===== src/rtl/crc10_pkg.sv =====
// rtl/crc10_pkg.sv - shared CRC10 framing constants, beat packing and FSM states
package crc10_pkg;

    // Generator polynomial without the implied x^10 term; init 0, MSB-first,
    // no reflection, no final XOR.
    localparam logic [9:0] POLY = 10'b1000110011;
    // Nibble placed in the low 4 bits of group4 on the tail beat.
    localparam logic [3:0] TAIL = 4'b0000;

    localparam int G1_W      = 15;
    localparam int G2_W      = 15;
    localparam int G3_W      = 16;
    localparam int G4_W      = 16;
    localparam int BEAT_W    = G1_W + G2_W + G3_W + G4_W;
    // Only the top 3 bits of group2 carry block2 data on the tail beat.
    localparam int TAIL_G2_W = 3;

    // Beats 0..24 are body, beat 25 is the tail.
    localparam int BEATS     = 26;
    localparam int LAST_BODY = BEATS - 2;

    // Packing shared with the crc10 checker: {g1, g2, g3, g4}, g1 in the MSBs.
    typedef struct packed {
        logic [G1_W-1:0] g1;
        logic [G2_W-1:0] g2;
        logic [G3_W-1:0] g3;
        logic [G4_W-1:0] g4;
    } lane_beat_t;

    typedef enum logic [1:0] {
        ST_IDLE,
        ST_BODY,
        ST_TAIL
    } state_t;

endpackage


===== src/rtl/crc10_step.sv =====
// rtl/crc10_step.sv - combinational W-bit CRC10 update, MSB-first
//
// Ports:
//   crc_in  - current CRC register value
//   data    - W data bits, data[W-1] is consumed first
//   crc_out - CRC after absorbing all W bits
module crc10_step
    import crc10_pkg::*;
#(
    parameter int W = 16
) (
    input  logic [9:0]   crc_in,
    input  logic [W-1:0] data,
    output logic [9:0]   crc_out
);

    // Unrolled bit-serial LFSR: feedback is the outgoing MSB XOR the next data bit.
    function automatic logic [9:0] step(input logic [9:0] crc, input logic [W-1:0] d);
        logic [9:0] c;
        logic       fb;
        c = crc;
        for (int i = W - 1; i >= 0; i--) begin
            fb = c[9] ^ d[i];
            c  = {c[8:0], 1'b0} ^ (fb ? POLY : 10'd0);
        end
        return c;
    endfunction

    assign crc_out = step(crc_in, data);

endmodule


===== src/rtl/crc10_gen.sv =====
// rtl/crc10_gen.sv - transmit CRC10 generator/inserter for the 4-lane 26-beat frame
//
// Ports:
//   clk_390p625M    - clock
//   rst             - synchronous active-high reset
//   payload_valid   - payload beat present
//   payload_sof     - beat 0 of a frame (with payload_valid)
//   payload_data    - {g1,g2,g3,g4} payload beat
//   crc_err_inject  - on the tail beat, flips crc1[0] before insertion
//   crc10_en        - output beat valid (one cycle after the input beat)
//   crc10_data_out  - output beat, same packing; holds across gaps
//   frame_tail_flag - marks the tail beat
//   frame_cnt       - completed frames, wraps
//   drop_cnt        - aborted frames and orphan beats, saturates at 8'hFF
module crc10_gen
    import crc10_pkg::*;
(
    input  logic              clk_390p625M,
    input  logic              rst,
    input  logic              payload_valid,
    input  logic              payload_sof,
    input  logic [BEAT_W-1:0] payload_data,
    input  logic              crc_err_inject,
    output logic              crc10_en,
    output logic [BEAT_W-1:0] crc10_data_out,
    output logic              frame_tail_flag,
    output logic [15:0]       frame_cnt,
    output logic [7:0]        drop_cnt
);

    state_t      state_q, state_d;
    logic [4:0]  beat_q, beat_d;
    logic [9:0]  crc1_q, crc2_q, crc3_q, crc4_q;
    logic [9:0]  crc1_d, crc2_d, crc3_d, crc4_d;
    logic [9:0]  crc1_in, crc2_in, crc3_in, crc4_in;
    logic [9:0]  crc1_nx, crc2_nx, crc2_tail_nx, crc3_nx, crc4_nx;
    logic [9:0]  crc1_fin;
    logic        emit, tail_sel, drop_inc, frame_inc;
    lane_beat_t  in_beat, tail_beat;

    assign in_beat = payload_data;

    // A start-of-frame beat always restarts every lane from a zero CRC.
    assign crc1_in = payload_sof ? 10'd0 : crc1_q;
    assign crc2_in = payload_sof ? 10'd0 : crc2_q;
    assign crc3_in = payload_sof ? 10'd0 : crc3_q;
    assign crc4_in = payload_sof ? 10'd0 : crc4_q;

    crc10_step #(.W(G1_W))      u_step1  (.crc_in(crc1_in), .data(in_beat.g1), .crc_out(crc1_nx));
    crc10_step #(.W(G2_W))      u_step2  (.crc_in(crc2_in), .data(in_beat.g2), .crc_out(crc2_nx));
    crc10_step #(.W(TAIL_G2_W)) u_step2t (.crc_in(crc2_in), .data(in_beat.g2[G2_W-1 -: TAIL_G2_W]),
                                          .crc_out(crc2_tail_nx));
    crc10_step #(.W(G3_W))      u_step3  (.crc_in(crc3_in), .data(in_beat.g3), .crc_out(crc3_nx));
    crc10_step #(.W(G4_W))      u_step4  (.crc_in(crc4_in), .data(in_beat.g4), .crc_out(crc4_nx));

    // Tail composition uses CRCs that already include this beat's data;
    // lanes 3 and 4 take no data on the tail so their registers are final.
    assign crc1_fin     = crc1_nx ^ {9'd0, crc_err_inject};
    assign tail_beat.g1 = in_beat.g1;
    assign tail_beat.g2 = {in_beat.g2[G2_W-1 -: TAIL_G2_W], crc1_fin, crc2_tail_nx[9:8]};
    assign tail_beat.g3 = {crc2_tail_nx[7:0], crc3_q[9:2]};
    assign tail_beat.g4 = {crc3_q[1:0], crc4_q, TAIL};

    always_comb begin
        state_d   = state_q;
        beat_d    = beat_q;
        crc1_d    = crc1_q;
        crc2_d    = crc2_q;
        crc3_d    = crc3_q;
        crc4_d    = crc4_q;
        emit      = 1'b0;
        tail_sel  = 1'b0;
        drop_inc  = 1'b0;
        frame_inc = 1'b0;
        if (payload_valid) begin
            if (payload_sof) begin
                // Any sof starts a new frame; a frame in flight is abandoned.
                emit     = 1'b1;
                state_d  = ST_BODY;
                beat_d   = 5'd1;
                crc1_d   = crc1_nx;
                crc2_d   = crc2_nx;
                crc3_d   = crc3_nx;
                crc4_d   = crc4_nx;
                drop_inc = (state_q != ST_IDLE);
            end else begin
                unique case (state_q)
                    ST_IDLE: begin
                        drop_inc = 1'b1;
                    end
                    ST_BODY: begin
                        emit   = 1'b1;
                        beat_d = beat_q + 5'd1;
                        crc1_d = crc1_nx;
                        crc2_d = crc2_nx;
                        crc3_d = crc3_nx;
                        crc4_d = crc4_nx;
                        if (beat_q == 5'(LAST_BODY)) begin
                            state_d = ST_TAIL;
                        end
                    end
                    ST_TAIL: begin
                        emit      = 1'b1;
                        tail_sel  = 1'b1;
                        frame_inc = 1'b1;
                        beat_d    = 5'd0;
                        crc1_d    = 10'd0;
                        crc2_d    = 10'd0;
                        crc3_d    = 10'd0;
                        crc4_d    = 10'd0;
                        state_d   = ST_IDLE;
                    end
                    default: begin
                        state_d = ST_IDLE;
                    end
                endcase
            end
        end
    end

    always_ff @(posedge clk_390p625M) begin
        if (rst) begin
            state_q         <= ST_IDLE;
            beat_q          <= 5'd0;
            crc1_q          <= 10'd0;
            crc2_q          <= 10'd0;
            crc3_q          <= 10'd0;
            crc4_q          <= 10'd0;
            crc10_en        <= 1'b0;
            crc10_data_out  <= '0;
            frame_tail_flag <= 1'b0;
            frame_cnt       <= 16'd0;
            drop_cnt        <= 8'd0;
        end else begin
            state_q         <= state_d;
            beat_q          <= beat_d;
            crc1_q          <= crc1_d;
            crc2_q          <= crc2_d;
            crc3_q          <= crc3_d;
            crc4_q          <= crc4_d;
            crc10_en        <= emit;
            frame_tail_flag <= tail_sel;
            if (emit) begin
                crc10_data_out <= tail_sel ? tail_beat : payload_data;
            end
            if (frame_inc) begin
                frame_cnt <= frame_cnt + 16'd1;
            end
            if (drop_inc && (drop_cnt != 8'hFF)) begin
                drop_cnt <= drop_cnt + 8'd1;
            end
        end
    end

endmodule


===== config.mk =====
export PLATFORM = sky130hd
export DESIGN_NAME = crc10_gen
export DESIGN_NICKNAME = d
export VERILOG_FILES = /design/src/rtl/crc10_pkg.sv /design/src/rtl/crc10_step.sv /design/src/rtl/crc10_gen.sv
export SDC_FILE = /design/constraint.sdc
export NUM_CORES = 1
export LEC_CHECK = 0
export BUFFER_PORTS_ARGS = -buffer_cell sky130_fd_sc_hd__buf_4
export CORE_MARGIN = 5
export CORE_UTILIZATION = 40
export CTS_CLUSTER_DIAMETER = 50
export CTS_CLUSTER_SIZE = 10
export DETAILED_ROUTE_END_ITERATION = 10
export PLACE_DENSITY_LB_ADDON = 0.12
export REMOVE_ABC_BUFFERS = 1
export SYNTH_ARGS = -nofsm -noshare
export SYNTH_HDL_FRONTEND = slang
export SYNTH_SLANG_ARGS = --single-unit

===== constraint.sdc =====
create_clock -name clk_390p625M -period 2.5 [get_ports clk_390p625M]
set_input_delay 0 -clock clk_390p625M [delete_from_list [all_inputs] [get_ports clk_390p625M]]
set_output_delay 0 -clock clk_390p625M [all_outputs]
set_load 0.01 [all_outputs]

==> results.py <==
metrics = {
    "outcome": {
        "outcome": "finished clean",
    },
    "worst_hold_path": {
        "hold_class": "primary input to flip-flop",
    },
    "power": {
        "irDropWorstVdd_v": 0.0004952,
        "p_per_area_nw_per_um2": 845.6,
        "power_uw": 8721,
        "p_leak_uw": 0.004204,
    },
    "cells_and_area": {
        "area_growth_pct": 38.47,
        "layout-drive-gt1-share": 0.2064,
        "final_common_cell": "buf_4",
        "most-common-layout-cells": "buf_4, dfxtp_1, xnor2_1, nand2_1, nor2_1",
        "fin_nets": 1123,
        "final_core_util": 0.5569,
        "num_antenna_cells": 0,
    },
    "sta": {
        "slew-limit-headroom": 0.3542,
        "setup_viol_count_final": 0,
        "drv_slew": 0,
        "tightest_slew_ps": 967.6,
        "rsz0062_at_grt": "no",
        "post-route-period-util": 0.9351,
        "fin_crit_ps": 2338,
        "max_freq_mhz": 427.8,
        "fin_skew_ps": 8.795,
        "report.final.hold_viol_count": 0,
    },
    "placed_design": {
        "place.gp.congestion": 0.7952,
        "dp_hpwl_um": 15120,
        "io_buffer_count": 154,
    },
    "worst_setup_path": {
        "critPathCaptureType": "flip-flop",
        "slowest_delay_ps": 550,
        "crit_path_frequent_cell": "xnor2_1",
        "critPathLaunchType": "primary input",
        "cp_cell_sequence": "dlygate4sd3_1 -> buf_4 -> xnor2_1 -> xnor3_1 -> xnor2_4 -> xnor2_1 -> or4b_1 -> a311oi_1",
        "required_ps": 2820,
        "cp.arrival_ps": 2660,
        "slowest_stage": "xnor3_1",
        "path_class": "primary input to flip-flop",
        "crit_fanout": 4,
    },
    "flow_run": {
        "maxCapViolCount": 0,
    },
    "floorplan": {
        "coreArea_sq_um": 18520,
        "ioPinCount": 155,
        "rows": 50,
        "die_area_sq_um": 21450,
        "die_h_um": 146.4,
        "start_util": 0.4022,
        "die_x_um": 146.4,
    },
    "global_route": {
        "grt.total_usage": 0.2032,
        "grt_pass1_wl_um": 35550,
        "antenna_found_initial": 0,
        "grt_pass1_vias": 6562,
        "grt-ovfl-total": 0,
        "grt_max_degree": 72,
    },
    "drt": {
        "routed_wl_um": 21700,
        "drtPass1Iterations": 4,
        "avgRoutedWirePerCell_um": 16.75,
        "vias_per_cell": 5.039,
        "drc_errors": 0,
        "drt_iter0_drc": 320,
        "dr_total_vias": 6525,
        "antenna_left": 0,
    },
    "clock_tree": {
        "path_clk_slew_ps": 60,
        "cts_max_path_buffers": 2,
        "cts_tree": "done",
        "clk_latency_ps": 420,
        "clock_sinks": 135,
        "clockRootBuffer": "clkbuf_16",
        "htree_levels": 4,
        "cts_buffers": 17,
    },
    "logic_synthesis": {
        "async_flop_share": 0,
        "syn_area_sq_um": 7447,
        "synth-edff-count": 0,
        "ys.flop_type": "dfxtp_1",
        "syn_avg_cell_area_sq_um": 8.962,
        "ys_seq_elements": 135,
        "netlist_instances": 831,
        "yosysUniqueCellTypes": 39,
        "yosysSeqAreaShare": 0.3629,
        "yosysWarnings": 0,
    },
}
==> flip-flops by register name (all words and copies together), names as in the netlist <==
register and cells:
frame_cnt 16, drop_cnt 8, beat_q 5, crc10_en 1, crc4_q 10, crc3_q 10
frame_tail_flag 1, crc10_data_out 62, crc2_q 10, crc1_q 10, state_q 2
==> where the power goes <==
part           internal [uW]  switching (uW)
clock network           1700            1020
logic                   1850            1520
registers               2390             239
total                   5940            2780
==> final cells by class <==
class / count / area [sq um]
flip-flops and latches: 135 / 2703
multi-input cells: 631 / 4507
repair buffers: 255 / 2143
well taps: 234 / 292.8
inverters: 8 / 30.03
fillers: 1734 / 8205
clock buffers: 18 / 439.2
clock inverters: 14 / 197.7
==> through the flow <==
stage	cells	instance area (sq um)	setup TNS [ps]	worst slack (ps)	hold slack [ps]
2_1_floorplan	774	7216	-59980	-662.9	69.07
3_3_place_gp	1187	8914	0	286.6	268.2
3_5_place_dp	1187	8914	0	217.4	271.6
4_1_cts	1294	10300	0	141.1	11.33
5_1_grt	1295	10310	0	6.488	23.82
6_report	1295	10310	0	162.2	7.084
==> worst max-delay path: cells and delay by family <==
family,cells,cell delay (ps)
xor gates and xnor gates,4,1210
buffers and inverters,2,700
and+or+nand+nor,1,470
AOI/OAI and AO/OA,1,280
==> cells by family (layout without fill, tap and decap cells) <==
logic type	after synthesis	in the layout	share of synthesized area
simple gates	264	264	0.1539
compound gates	149	149	0.1342
flops	135	135	0.3629
mux	2	2	0.002688
buf+inv	65	295	0.03511
fa+ha+maj	8	8	0.01344
xor+xnor	208	208	0.2977
==> routing by layer <==
layer  up-vias  global-route usage  share of wire  routed length [um]
li1       3253                   -              -                   -
met5         -                   0              0                   0
met4         0             0.05174         0.0088                 191
met2       155              0.3404           0.48               10390
met3        17             0.04252          0.047                1018
met1      3100              0.2682           0.47               10100
==> path summary, 6_finish.rpt <==
check,startpoint,slack (ps),cells after the start,to
worst max register to register,crc2_q[7],220,7,crc2_q[0]
worst min register to register,crc10_data_out[11],450,2,crc10_data_out[11]
worst max-delay path,payload_data[30],160,8,crc3_q[4]
worst min-delay path,payload_data[24],7,3,crc10_data_out[24]
==> Yosys cell counts (all sizes together), types with 6 or more instances <==
library cell	number	area, sq um
nand2	105	394.1
a21oi	63	315.3
inv	8	30.03
xor2	55	481.7
o221ai	39	341.6
nand3	10	50.05
a22oi	35	262.8
nand4	6	37.54
dfxtp	135	2703
ha	8	100.1
nor2	100	382.9
nor2b	19	118.9
buf	13	65.07
xnor3	24	541.8
xnor2	126	1122
clkbuf	44	166.4
==> repair_timing <==
item,4_1_cts,5_1_grt
resized for setup,0,1
hold buffers,75,0
buffers inserted,0,1
endpoints found under the hold margin,64,0
endpoints found under the setup margin,0,7
Note: power is estimated with default switching activity, not from simulation.
